**src/rtl/fetch_unit_if.sv**
```systemverilog
// Handshake and ROM bus between the fetch unit, its instruction ROM
// and the control unit that consumes fetched instructions.
interface fetch_unit_if;
    logic [8:0]  address;
    logic [15:0] instr_in;
    logic        z_flag;
    logic [15:0] ir;
    logic [5:0]  opcode;
    logic [9:0]  operand;
    logic        ir_valid;
    logic        ir_ack;
    logic        halted;
    logic        err;
    logic [15:0] retired;

    modport master (
        output address, ir, opcode, operand,
        output ir_valid, halted, err, retired,
        input  instr_in, z_flag, ir_ack
    );

    modport slave (
        input  address, ir, opcode, operand,
        input  ir_valid, halted, err, retired,
        output instr_in, z_flag, ir_ack
    );
endinterface

```
**src/rtl/fetch_unit.sv**
```systemverilog
// Instruction fetch unit: ISSUE/LOAD/VALID/HALT sequencer with
// conditional jumps, range checking and a saturating retire counter.
module fetch_unit #(
    parameter int unsigned INST_COUNT = 200,
    parameter bit          NOP_HALTS  = 1'b1
) (
    input  logic         clk,
    input  logic         rst,
    fetch_unit_if.master bus
);

    localparam logic [5:0] OP_NOP    = 6'd46;
    localparam logic [5:0] OP_JUMPNZ = 6'd47;
    localparam logic [5:0] OP_JUMPZ  = 6'd52;

    typedef enum logic [1:0] {
        ISSUE,
        LOAD,
        VALID,
        HALT
    } state_t;

    state_t      state;
    logic [8:0]  pc;
    logic [15:0] ir;
    logic [15:0] retired;
    logic        ir_valid;
    logic        halted;
    logic        err;

    logic [5:0]  op;
    logic        take_jump;
    logic [8:0]  next_pc;
    logic        out_of_range;
    logic        nop_halt;

    assign op = ir[15:10];

    always_comb begin
        take_jump    = 1'b0;
        next_pc      = pc + 9'd1;
        out_of_range = 1'b0;
        nop_halt     = 1'b0;
        unique case (1'b1)
            op == OP_JUMPZ:  take_jump = bus.z_flag;
            op == OP_JUMPNZ: take_jump = !bus.z_flag;
            default:         take_jump = 1'b0;
        endcase
        // operand[9] is deliberately dropped: targets are 9-bit
        if (take_jump)
            next_pc = ir[8:0];
        out_of_range = 32'(next_pc) > INST_COUNT;
        nop_halt     = NOP_HALTS && (op == OP_NOP);
    end

    always_ff @(posedge clk or posedge rst) begin
        if (rst) begin
            state    <= ISSUE;
            pc       <= 9'd0;
            ir       <= 16'd0;
            retired  <= 16'd0;
            ir_valid <= 1'b0;
            halted   <= 1'b0;
            err      <= 1'b0;
        end else begin
            unique case (state)
                ISSUE: begin
                    state <= LOAD;
                end
                LOAD: begin
                    ir       <= bus.instr_in;
                    ir_valid <= 1'b1;
                    state    <= VALID;
                end
                VALID: begin
                    if (bus.ir_ack) begin
                        ir_valid <= 1'b0;
                        pc       <= next_pc;
                        if (retired != 16'hFFFF)
                            retired <= retired + 16'd1;
                        // range error wins over a halting NOP
                        if (out_of_range) begin
                            err    <= 1'b1;
                            halted <= 1'b1;
                            state  <= HALT;
                        end else if (nop_halt) begin
                            halted <= 1'b1;
                            state  <= HALT;
                        end else begin
                            state  <= ISSUE;
                        end
                    end
                end
                HALT: begin
                    state <= HALT;
                end
                default: begin
                    state <= ISSUE;
                end
            endcase
        end
    end

    assign bus.address  = pc;
    assign bus.ir       = ir;
    assign bus.opcode   = ir[15:10];
    assign bus.operand  = ir[9:0];
    assign bus.ir_valid = ir_valid;
    assign bus.halted   = halted;
    assign bus.err      = err;
    assign bus.retired  = retired;

endmodule

```
**src/flat_wrapper.sv**
```systemverilog
// flat-port wrapper written by rule: the top's interface ports become plain ports
module fetch_unit_flat 
#(
    parameter int unsigned INST_COUNT = 200,
    parameter bit          NOP_HALTS  = 1'b1
)
  (clk, rst, bus_address, bus_ir, bus_opcode, bus_operand, bus_ir_valid, bus_halted, bus_err, bus_retired, bus_instr_in, bus_z_flag, bus_ir_ack);
  fetch_unit_if bus_i ();
  input  logic clk;
  input  logic rst;
  output wire logic [$bits(bus_i.address)-1:0] bus_address;
  output wire logic [$bits(bus_i.ir)-1:0] bus_ir;
  output wire logic [$bits(bus_i.opcode)-1:0] bus_opcode;
  output wire logic [$bits(bus_i.operand)-1:0] bus_operand;
  output wire logic [$bits(bus_i.ir_valid)-1:0] bus_ir_valid;
  output wire logic [$bits(bus_i.halted)-1:0] bus_halted;
  output wire logic [$bits(bus_i.err)-1:0] bus_err;
  output wire logic [$bits(bus_i.retired)-1:0] bus_retired;
  input wire logic [$bits(bus_i.instr_in)-1:0] bus_instr_in;
  input wire logic [$bits(bus_i.z_flag)-1:0] bus_z_flag;
  input wire logic [$bits(bus_i.ir_ack)-1:0] bus_ir_ack;
  assign bus_address = bus_i.address;
  assign bus_ir = bus_i.ir;
  assign bus_opcode = bus_i.opcode;
  assign bus_operand = bus_i.operand;
  assign bus_ir_valid = bus_i.ir_valid;
  assign bus_halted = bus_i.halted;
  assign bus_err = bus_i.err;
  assign bus_retired = bus_i.retired;
  assign bus_i.instr_in = bus_instr_in;
  assign bus_i.z_flag = bus_z_flag;
  assign bus_i.ir_ack = bus_ir_ack;
  fetch_unit #(.INST_COUNT(INST_COUNT), .NOP_HALTS(NOP_HALTS)) u_core (.clk(clk), .rst(rst), .bus(bus_i));
endmodule
```
**config.mk**
```make
export PLATFORM = sky130hd
export DESIGN_NAME = fetch_unit_flat
export DESIGN_NICKNAME = d
export VERILOG_FILES = /design/src/rtl/fetch_unit_if.sv /design/src/rtl/fetch_unit.sv /design/src/flat_wrapper.sv
export SDC_FILE = /design/constraint.sdc
export NUM_CORES = 1
export LEC_CHECK = 0
export CORE_UTILIZATION = 46
export CTS_CLUSTER_DIAMETER = 200
export DETAILED_ROUTE_END_ITERATION = 10
export PLACE_DENSITY = 0.8
export SLEW_MARGIN = 20
export SYNTH_ARGS = -nofsm -noshare
export SYNTH_HDL_FRONTEND = slang
export SYNTH_SLANG_ARGS = --single-unit
```
**constraint.sdc**
```tcl
create_clock -name clk -period 2.3 [get_ports clk]
set_input_delay 0.46 -clock clk [delete_from_list [all_inputs] [get_ports clk]]
set_output_delay 0.46 -clock clk [all_outputs]
set_load 0.01 [all_outputs]
```
== Word level (Yosys, flattened, before mapping) ==
Index checks and enable logic that the tools add are counted.

* Input bits: 20
* Register bits after elaboration: 46

* $add $sub $neg: 2
* Eq/ne operators: 8
* Mux-type cells: 10
* $lt $le $gt $ge: 1
* Reductions and logical operators: 9

{| class="wikitable"
|+ Operators with widths
! cell !! count
|-
| $eq 6x6->1 const B || 3
|-
| $add 16x1->16 const B || 1
|-
| $ne 16x16->1 const B || 1
|-
| $add 9x1->9 const B || 1
|-
| $gt 9x8->1 const B || 1
|-
| $mux 9 || 1
|-
| $reduce_and 3->1 || 3
|-
| $pmux 2 s4 || 1
|-
| $mux 2 || 3
|-
| $eq 2x2->1 const B || 2
|-
| $pmux 1 s2 || 2
|-
| $reduce_and 2->1 || 2
|-
| $reduce_bool 2->1 || 2
|-
| $mux 1 || 3
|-
| $eq 2x1->1 const B || 1
|-
| $logic_not 2->1 || 1
|-
| $ne 2x2->1 const B || 1
|-
| $logic_not 1->1 || 1
|}

== Depth between registers and ports, before layout ==
Gate-level depths: netlist of run 1.

* Depth in word-level cells: 7
* Gate-level depth with buffers: 8
* Gate-level depth less buffers: 7

== Worst setup path after synthesis of run 1 ==
Ideal clock, no wire load.

* Path type: flip-flop to flip-flop
* From: reg u_core.pc[0], in the netlist u_core.bus.address[0]
* To: reg u_core.state[0]
* Library setup time: 0.146 ns
* Cell stages (with the launch flop): 9
* Required time: 2.154 ns
* Slack: 0.517 ns
* Arrival time: 1.637 ns
* Buffers on the path: 1
* Path through: dfrtp_1 > ha_1 > buf_2 > inv_1 > o21ai_1 > a21o_1 > a21oi_1 > o311ai_4 > a311oi_2

* Cells in the longest elaborated chain, start to end: 6

{| class="wikitable"
|+ RTL lines
! item !! RTL line !! RTL
|-
| start, declared || fetch_unit.sv:24 || <nowiki>logic [8:0] pc;</nowiki>
|-
| start signal, assigned || fetch_unit.sv:78 || <nowiki>pc <= next_pc;</nowiki>
|-
| $add 9x1->9 || fetch_unit.sv:41 || <nowiki>next_pc = pc + 9'd1;</nowiki>
|-
| $mux 9 || fetch_unit.sv:50 || <nowiki>if (take_jump)</nowiki>
|-
| $gt 9x8->1 || fetch_unit.sv:52 || <nowiki>out_of_range = 32'(next_pc) > INST_COUNT;</nowiki>
|-
| $mux 2 || fetch_unit.sv:82 || <nowiki>if (out_of_range) begin</nowiki>
|-
| $mux 2 || fetch_unit.sv:76 || <nowiki>if (bus.ir_ack) begin</nowiki>
|-
| $pmux 2 s4 || fetch_unit.sv:66 || <nowiki>unique case (state)</nowiki>
|-
| end signal, assigned || fetch_unit.sv:58 || <nowiki>state <= ISSUE;</nowiki>
|-
| end signal, assigned || fetch_unit.sv:68 || <nowiki>state <= LOAD;</nowiki>
|-
| end signal, assigned || fetch_unit.sv:85 || <nowiki>state <= HALT;</nowiki>
|-
| end, declared || fetch_unit.sv:23 || <nowiki>state_t state;</nowiki>
|}

Every way passes these cells. The select of a mux whose other input is x is not followed.
A chain may end at the register's enable or synchronous reset.

== Final worst setup path of run 1 ==
Ends and elaborated chain as after synthesis.

==> results of run 1 <==
cells by family after synthesis:
kind of cell	synth area share
simple gates	0.183
flops	0.468
compound gates	0.116
buf+inv	0.0738
xor+xnor	0.0671
mux	0.0819
fa+ha+maj	0.0102
final timing paths:
path | from | endpoint | slack [ns]
worst min-delay path | rst | u_core.bus.ir[9] | 0.48
min in group clk | u_core.bus.retired[7] | u_core.bus.retired[7] | 0.50
max in group asynchronous | rst | u_core.bus.ir[5] | 1.26
worst min register to register | u_core.bus.retired[7] | u_core.bus.retired[7] | 0.50
worst max-delay path | u_core.bus.address[0] | u_core.state[0] | 0.30
worst max register to register | u_core.bus.address[0] | u_core.state[0] | 0.30
power breakdown:
| group | leakage, nW | internal [W] | switching [W] |
|---|---|---|---|
| Sequential | 0.633 | 0.000808 | 0 |
| Combinational | 0.753 | 0.0000308 | 0.0000204 |
| Clock | 0.0441 | 0.000214 | 0.000279 |
area by class of cell:
class	count	area share
Clock inverter	3	0.00643
Timing Repair Buffer	85	0.253
Tap cell	70	0.0265
Multi-Input combinational cell	154	0.342
Clock buffer	5	0.0208
Sequential cell	46	0.348
Inverter	3	0.00341
stage by stage:
stage                      util  instance area [µm²]  total power (W)
after floorplan               -                 2460         0.000837
after global placement    0.626                 3220         0.000876
after detailed placement  0.626                 3220         0.000877
after CTS                 0.643                 3310          0.00137
after global routing      0.643                 3310          0.00142
final                     0.643                 3310          0.00135
synth_stat cells (all sizes together), types with 4 or more instances:
master,number,area (µm²)
xor2,6,60.1
nand4,9,56.3
o21ai,12,63.8
nand3,12,75.1
buf,22,163
xnor2,12,105
and3,4,30.0
mux2,17,191
nor2,19,81.3
nand2,15,56.3
a21oi,12,71.3
dfrtp,46,1150
flip-flops by register name, summed over array words and instances, names as in the netlist:
| signal | cells |
|---|---|
| u_core.bus.err | 1 |
| u_core.bus.ir_valid | 1 |
| u_core.bus.retired | 16 |
| u_core.bus.halted | 1 |
| u_core.bus.ir | 16 |
| u_core.state | 2 |
| u_core.bus.address | 9 |
routing by layer:
| layer | up-vias | GRT usage | part of all wire |
|---|---|---|---|
| met3 | 4 | 0.0589 | 0.059 |
| met4 | 0 | 0.0671 | 0.012 |
| met5 | - | 0 | 0 |
| met1 | 927 | 0.289 | 0.46 |
| li1 | 930 | - | - |
| met2 | 63 | 0.323 | 0.47 |
cells in the final DEF, fill, tap and decap left out, types with 6 or more instances in the layout:
| master | count |
|---|---|
| nand3_1 | 9 |
| nand4_1 | 9 |
| nor2_1 | 17 |
| clkdlybuf4s50_1 | 79 |
| o21ai_0 | 8 |
| xnor2_1 | 12 |
| a21oi_1 | 9 |
| dfrtp_1 | 46 |
| nand2_1 | 15 |
| buf_4 | 6 |
| mux2_2 | 17 |
==> metrics.cfg, run 1 <==
[route]
avgRoutedWirePerCell_um = 14.5
drc = 0
firstDrtPassIters = 5
vias = 1924
wl_mm = 5.30
vias_per_cell = 5.26
drt_iter0_markers = 90
ant_nets = 0

[global_route]
grt_pass1_vias = 1806
grt_pass1_wl_mm = 8.80
grt_overflow = 0
grt_max_degree = 23
grt_usage = 0.210
antenna_found_initial = 0

[floorplanning]
die_h_um = 75.1
num_rows = 26
die_area_um2 = 5640
ioPinCount = 80
core_area_um2 = 5140
die_x_um = 75.1
initial_core_util = 0.479

[timing]
rsz0062_at_grt = no
worstMarginPinSlew_ns = 0.447
max_freq_mhz = 501
timing.slew.headroom = 0.701
setup_viol = 0
min_period_over_period = 0.868
finalClockSkew_ns = 0.00608
drv_slew = 0
whs_ns = 0.479
min_period_ns = 2.00
setup_slack_ns = 0.304
fin_tns_setup_ns = 0
hold_viol_final = 0

[power_and_ir_drop]
ir_worst_vdd_mv = 0.297
p_leak_nw = 1.43
p_per_area_nw_per_um2 = 409

[worst_setup_path]
path_class = register to register
cp.buffers_inverters = 1
worstSetupEndpointType = register
r2r_cells = 7
critical_path_required_ns = 2.46
critPathTopFamily = compound AO/OA/AOI/OAI gates
crit_fanout = 10
start_kind = register
cp.depth = 7
cp_cell_sequence = ha_1 -> inv_1 -> o21ai_1 -> a21o_1 -> a21oi_1 -> o311ai_4 -> a311oi_2
critPathMaxStageDelay_ns = 0.49
cpMaxStageDelayCell = dfrtp_1
worstPathArrival_ns = 2.16

[synthesis]
synth_ff_type = dfrtp_1
synth_area_um2 = 2460
synth.distinct_cells = 48
postSynthCellCount = 227
avgSynthCellArea_um2 = 10.8
synth_seq_cells = 46
synth_edf_count = 0
syn_nets = 249
seq_area_frac_synth = 0.468
yosysWarnings = 0
async_flop_share = 1.00

[placement]
dp.cells = 358
dp.final_hpwl_mm = 3.87
io_buffers = 79
gp_congestion = 0.810
pre_cts_ws_ns = 0.206

[cts]
cts_buffer_depth = 2
cts_tree = yes
clock_latency_ns = 0.30
holdBufCountCts = 0
cts_max_level = 2
clk_pin_slew_ns = 0.09
cts_sinks = 46
cts_setup_buffers = 0
root_buffer = clkbuf_8
cts_buffers = 5
cts-resized-gates = 0

[layout]
layout.cells.non_filler = 366
syn_to_final_growth_pct = 34.4
finalNetCount = 317
drive_gt1_frac = 0.169
multiInputGateArea_um2 = 1130
nFillCells = 434
antennaDiodeCount = 0
regArea_um2 = 1150

[outcome]
status = completed

[job]
maxCapViolCount = 0

[worst_hold_path]
min_path_type = primary input to asynchronous set/reset pin

No activity file was read; power rests on OpenSTA's default activity.
==> run 2, diff against run 1 <==
--- a/config.mk
+++ b/config.mk
@@ -8,6 +8,7 @@
 export CORE_UTILIZATION = 46
 export CTS_CLUSTER_DIAMETER = 200
 export DETAILED_ROUTE_END_ITERATION = 10
+export GPL_TIMING_DRIVEN = 0
 export PLACE_DENSITY = 0.8
 export SLEW_MARGIN = 20
 export SYNTH_ARGS = -nofsm -noshare
==> run 2 against run 1 <==
  * Worst hold slack got worse by 0.033 ns
  * Wire length rose by 8.3%
  * Worst setup slack worse by 0.026 ns
  * Critical path depth is 1 higher
  * Clock skew increased by 0.00054 ns
  * Sequential cell count stayed put
  * Global-route usage increased by 1.4 points
  * Count of clock-buffer cells in the layout is 1 higher
  * Critical endpoint unchanged
  * Largest cell class unchanged
  * Largest power group unchanged
==> metrics.cfg, run 2 (same netlist as run 1, synthesis figures left out) <==
[worst_setup_path]
critPathMaxStageDelay_ns = 0.50
startpoint = u_core.bus.address[0]
r2r_cells = 8
crit_fanout = 10
worstSetupEndpointType = register
cpMaxStageDelayCell = dfrtp_1
cp_cell_sequence = ha_1 -> buf_2 -> inv_1 -> o21ai_1 -> a21o_1 -> a21oi_1 -> o311ai_4 -> a311oi_2
worstPathArrival_ns = 2.18
r2r_setup_slack_ns = 0.28
reg2reg_to = u_core.state[0]
start_kind = register
path_class = register to register
endpoint = u_core.state[0]
critPathTopFamily = compound AO/OA/AOI/OAI gates
critical_path_required_ns = 2.46
cp.buffers_inverters = 2
cp.depth = 8
rr_startpoint = u_core.bus.address[0]

[route]
drc = 0
avgRoutedWirePerCell_um = 14.9
vias = 2025
ant_nets = 0
vias_per_cell = 5.26
wl_mm = 5.74
firstDrtPassIters = 4
drt_iter0_markers = 98

[layout]
fin_area_um2 = 3470
multiInputGateArea_um2 = 1130
regArea_um2 = 1150
antennaDiodeCount = 0
syn_to_final_growth_pct = 41.0
finalNetCount = 336
final_common_cell = clkdlybuf4s50_1
final_cell_mix = clkdlybuf4s50_1 (79), dfrtp_1 (46), nor2_1 (17), mux2_2 (17), buf_4 (16)
drive_gt1_frac = 0.206
nFillCells = 447

[cts]
clock_latency_ns = 0.30
cts_max_level = 2
cts_buffer_depth = 2
clk_pin_slew_ns = 0.09
cts_sinks = 46
cts_setup_buffers = 0
cts_buffers = 5
cts_tree = yes
root_buffer = clkbuf_8
cts-resized-gates = 0
holdBufCountCts = 0

[floorplanning]
die_area_um2 = 5640
num_rows = 26
die_x_um = 75.1
core_area_um2 = 5140
ioPinCount = 80
initial_core_util = 0.479
die_h_um = 75.1

[global_route]
grt_pass1_vias = 1939
grt_pass1_wl_mm = 9.23
grt_usage = 0.224
grt_overflow = 0
antenna_found_initial = 0
grt_max_degree = 32

[timing]
max_freq_mhz = 494
drv_slew = 0
setup_viol = 0
min_period_ns = 2.02
rsz0062_at_grt = no
worstMarginPinSlew_ns = 0.523
timing.slew.headroom = 0.652
hold_viol_final = 0
finalClockSkew_ns = 0.00662
min_period_over_period = 0.879
fin_tns_setup_ns = 0

[outcome]
status = completed

[placement]
place_area_um2 = 3360
io_buffers = 79
gp_congestion = 0.793
dp.final_hpwl_mm = 4.19

[power_and_ir_drop]
power_frac_seq = 0.551
p_leak_nw = 1.54
p_switching_w = 0.000302
p_clk_frac = 0.413
p_per_area_nw_per_um2 = 423
power_w = 0.00147
switching_share = 0.206
p_int_w = 0.00116
ir_worst_vdd_mv = 0.313
combPwrFrac = 0.036

[job]
maxCapViolCount = 0

[worst_hold_path]
min_path_type = primary input to asynchronous set/reset pin

## run 2: cell count changes in the layout (fill, tap and decap cells not counted), sizes merged
| cell | previous run | this run |
|---|---|---|
| clkbuf | 5 | 8 |
| buf | 6 | 23 |
| bufinv | 0 | 1 |
| clkinv | 2 | 0 |
## run 2: how the worst min path moves through the flow
stage                             start                     to
detailed placement  u_core.bus.ir_valid    u_core.bus.ir_valid
global placement    u_core.bus.ir_valid    u_core.bus.ir_valid
floorplan           u_core.bus.ir_valid    u_core.bus.ir_valid
finish                              rst  u_core.bus.retired[4]
global route                        rst  u_core.bus.retired[1]
CTS                                 rst  u_core.bus.retired[1]
## run 2: power groups by stage
stage | registers, W | clock network, W | logic (W)
floorplan | 0.000824 | 0 | 0.0000126
global placement | 0.000824 | 0 | 0.0000491
detailed placement | 0.000824 | 0 | 0.0000548
CTS | 0.000808 | 0.000615 | 0.0000545
global route | 0.000808 | 0.000650 | 0.0000583
finish | 0.000808 | 0.000605 | 0.0000529
## run 2: per-stage QoR
step	instances	util	hold slack [ns]	setup WS [ns]
after global routing	385	0.675	0.475	0.159
final	385	0.675	0.446	0.278
after CTS	385	0.675	0.461	0.283
after detailed placement	377	0.653	0.469	0.145
after floorplan	227	-	0.518	0.517
after global placement	376	0.649	0.461	-0.165
## run 2: layout make-up
cell class | instances | share of cell area
flip-flops and latches | 46 | 0.332
multi-input cells | 154 | 0.325
repair buffers | 80 | 0.234
plain buffers | 24 | 0.0491
well taps | 70 | 0.0253
clock buffers | 6 | 0.0209
clock inverters | 2 | 0.0108
inverters | 3 | 0.00325
## run 2: layer usage
metal  GRT usage  part of all wire
met5           0                 0
met4      0.0818             0.016
met3      0.0562             0.056
met2       0.369              0.51
met1       0.286              0.42
==> run 3, diff against run 2 <==
--- a/config.mk
+++ b/config.mk
@@ -5,11 +5,14 @@
 export SDC_FILE = /design/constraint.sdc
 export NUM_CORES = 1
 export LEC_CHECK = 0
-export CORE_UTILIZATION = 46
+export CAP_MARGIN = 20
+export CORE_UTILIZATION = 63
 export CTS_CLUSTER_DIAMETER = 200
 export DETAILED_ROUTE_END_ITERATION = 10
+export DONT_BUFFER_PORTS = 1
 export GPL_TIMING_DRIVEN = 0
-export PLACE_DENSITY = 0.8
+export HOLD_SLACK_MARGIN = 0.08
+export PLACE_DENSITY = 0.79
 export SLEW_MARGIN = 20
 export SYNTH_ARGS = -nofsm -noshare
 export SYNTH_HDL_FRONTEND = slang
==> run 3 against run 2 <==
  * Worst setup slack worse by 0.027 ns
  * Cell count down 26%
  * Critical path depth unchanged
  * Sequential power about the same
  * Global-route usage up 4.6 points
  * First-iteration DRC count up 45%
  * Clock skew up 0.0012 ns
  * Non-clock buffer count down 79
  * Sequential share of layout area up 10 points
  * Critical endpoint unchanged
  * Sequential cell count unchanged
  * Power down 9.3%
  * Utilization up 3.5 points
==> metrics.cfg, run 3 (same netlist as run 1, synthesis figures left out) <==
[cts]
cts-resized-gates = 0
cts_tree = yes
clock_latency_ns = 0.30
cts_setup_buffers = 0
root_buffer = clkbuf_8
clk_pin_slew_ns = 0.08
holdBufCountCts = 0
cts_max_level = 2
cts_sinks = 46
cts_buffers = 5
cts_buffer_depth = 2

[route]
ant_nets = 0
firstDrtPassIters = 4
drt_iter0_markers = 142
wl_met1_mm = 1.97
met2_length_mm = 2.63
avgRoutedWirePerCell_um = 17.8
drc = 0
wl_met3_um = 379
vias = 1719
highest_layer = met4
vias_per_cell = 6.05
wl_mm = 5.07

[floorplanning]
ioPinCount = 80
initial_core_util = 0.662
num_rows = 22
core_area_um2 = 3720
die_x_um = 64.5
die_h_um = 64.5
die_area_um2 = 4160

[global_route]
grt_overflow = 0
grt_usage = 0.270
antenna_found_initial = 0
grt_pass1_vias = 1760
grt_pass1_wl_mm = 8.47
grt_max_degree = 25

[layout]
syn_to_final_growth_pct = 7.27
final_common_cell = dfrtp_1
fin_area_um2 = 2640
final_cell_mix = dfrtp_1 (46), nor2_1 (17), mux2_2 (17), buf_4 (16), nand2_1 (15)
antennaDiodeCount = 0
layout.cells.non_filler = 284
finalNetCount = 257
drive_gt1_frac = 0.275

[worst_setup_path]
r2r_setup_slack_ns = 0.25
worstSetupEndpointType = register
path_class = register to register
crit_fanout = 10
start_kind = register
reg2reg_to = u_core.state[0]
rr_startpoint = u_core.bus.address[0]
endpoint = u_core.state[0]
r2r_cells = 8
worstPathArrival_ns = 2.21
critical_path_required_ns = 2.46
startpoint = u_core.bus.address[0]

[placement]
place_area_um2 = 2550
gp_congestion = 0.863
dp.cells = 276
dp.final_hpwl_mm = 3.85
io_buffers = 0

[job]
maxCapViolCount = 0

[timing]
fin_tns_setup_ns = 0
rsz0062_at_grt = no
min_period_over_period = 0.891
finalClockSkew_ns = 0.00786
min_period_ns = 2.05
drv_slew = 0
timing.slew.headroom = 0.656
worstMarginPinSlew_ns = 0.515
setup_viol = 0
hold_viol_final = 0
max_freq_mhz = 488

[worst_hold_path]
min_path_type = primary input to asynchronous set/reset pin

[outcome]
status = completed

[power_and_ir_drop]
ir_worst_vdd_mv = 0.324
p_per_area_nw_per_um2 = 504
p_leak_nw = 1.26

==> run 3: changes by cell type in the layout (fill, tap and decap cells not counted) <==
cell             delta
clkdlybuf4s50_1    -79
clkinv_2            +1
buf_16              +1
bufinv_16           -1
clkinvlp_4          -1
buf_12              -1
clkbuf_8            +1
==> run 3: layout make-up <==
type / instances / area (µm²)
multi-input combinational: 154 / 1130
timing repair buffer: 1 / 27.5
clock buffer: 7 / 86.3
sequential: 46 / 1150
inverter: 3 / 11.3
clock inverter: 1 / 5.00
fill: 267 / 1080
buffer: 24 / 170
tap: 48 / 60.1
==> run 3: worst max-delay path, cell delays in order (launching register included) <==
cell      delay (ns)
dfrtp_1         0.55
ha_1            0.20
buf_2           0.20
inv_1           0.09
o21ai_1         0.13
a21o_1          0.12
a21oi_1         0.09
o311ai_4        0.37
a311oi_2        0.15
==> run 3: per-stage QoR <==
stage	util	hold WS [ns]	total power, W	setup WS [ns]
2_1_floorplan	-	0.518	0.000837	0.517
3_3_place_gp	0.678	0.539	0.000840	0.343
3_5_place_dp	0.686	0.411	0.000847	0.305
4_1_cts	0.710	0.0900	0.00134	0.282
5_1_grt	0.710	0.110	0.00137	0.127
6_report	0.710	0.0761	0.00133	0.250
==> run 3: worst min path at each step <==
stage,to,cells after the start
2_1_floorplan,u_core.bus.ir_valid,1
3_3_place_gp,u_core.bus.ir_valid,1
3_5_place_dp,u_core.bus.ir[9],1
4_1_cts,u_core.bus.address[7],1
5_1_grt,u_core.bus.ir[5],1
6_report,u_core.bus.ir[5],1
==> run 3: routing by layer <==
layer,track usage,up-vias
li1,-,804
met1,0.320,834
met2,0.454,71
met3,0.0915,10
met4,0.100,0
met5,0,-
==> run 3: report_power, final <==
group | total (W) | leakage (nW) | internal, W | switching (W)
sequential | 0.000808 | 0.633 | 0.000808 | 0
combinational | 0.0000214 | 0.583 | 0.00000570 | 0.0000157
clock | 0.000501 | 0.0482 | 0.000243 | 0.000259
total | 0.00133 | 1.26 | 0.00106 | 0.000274
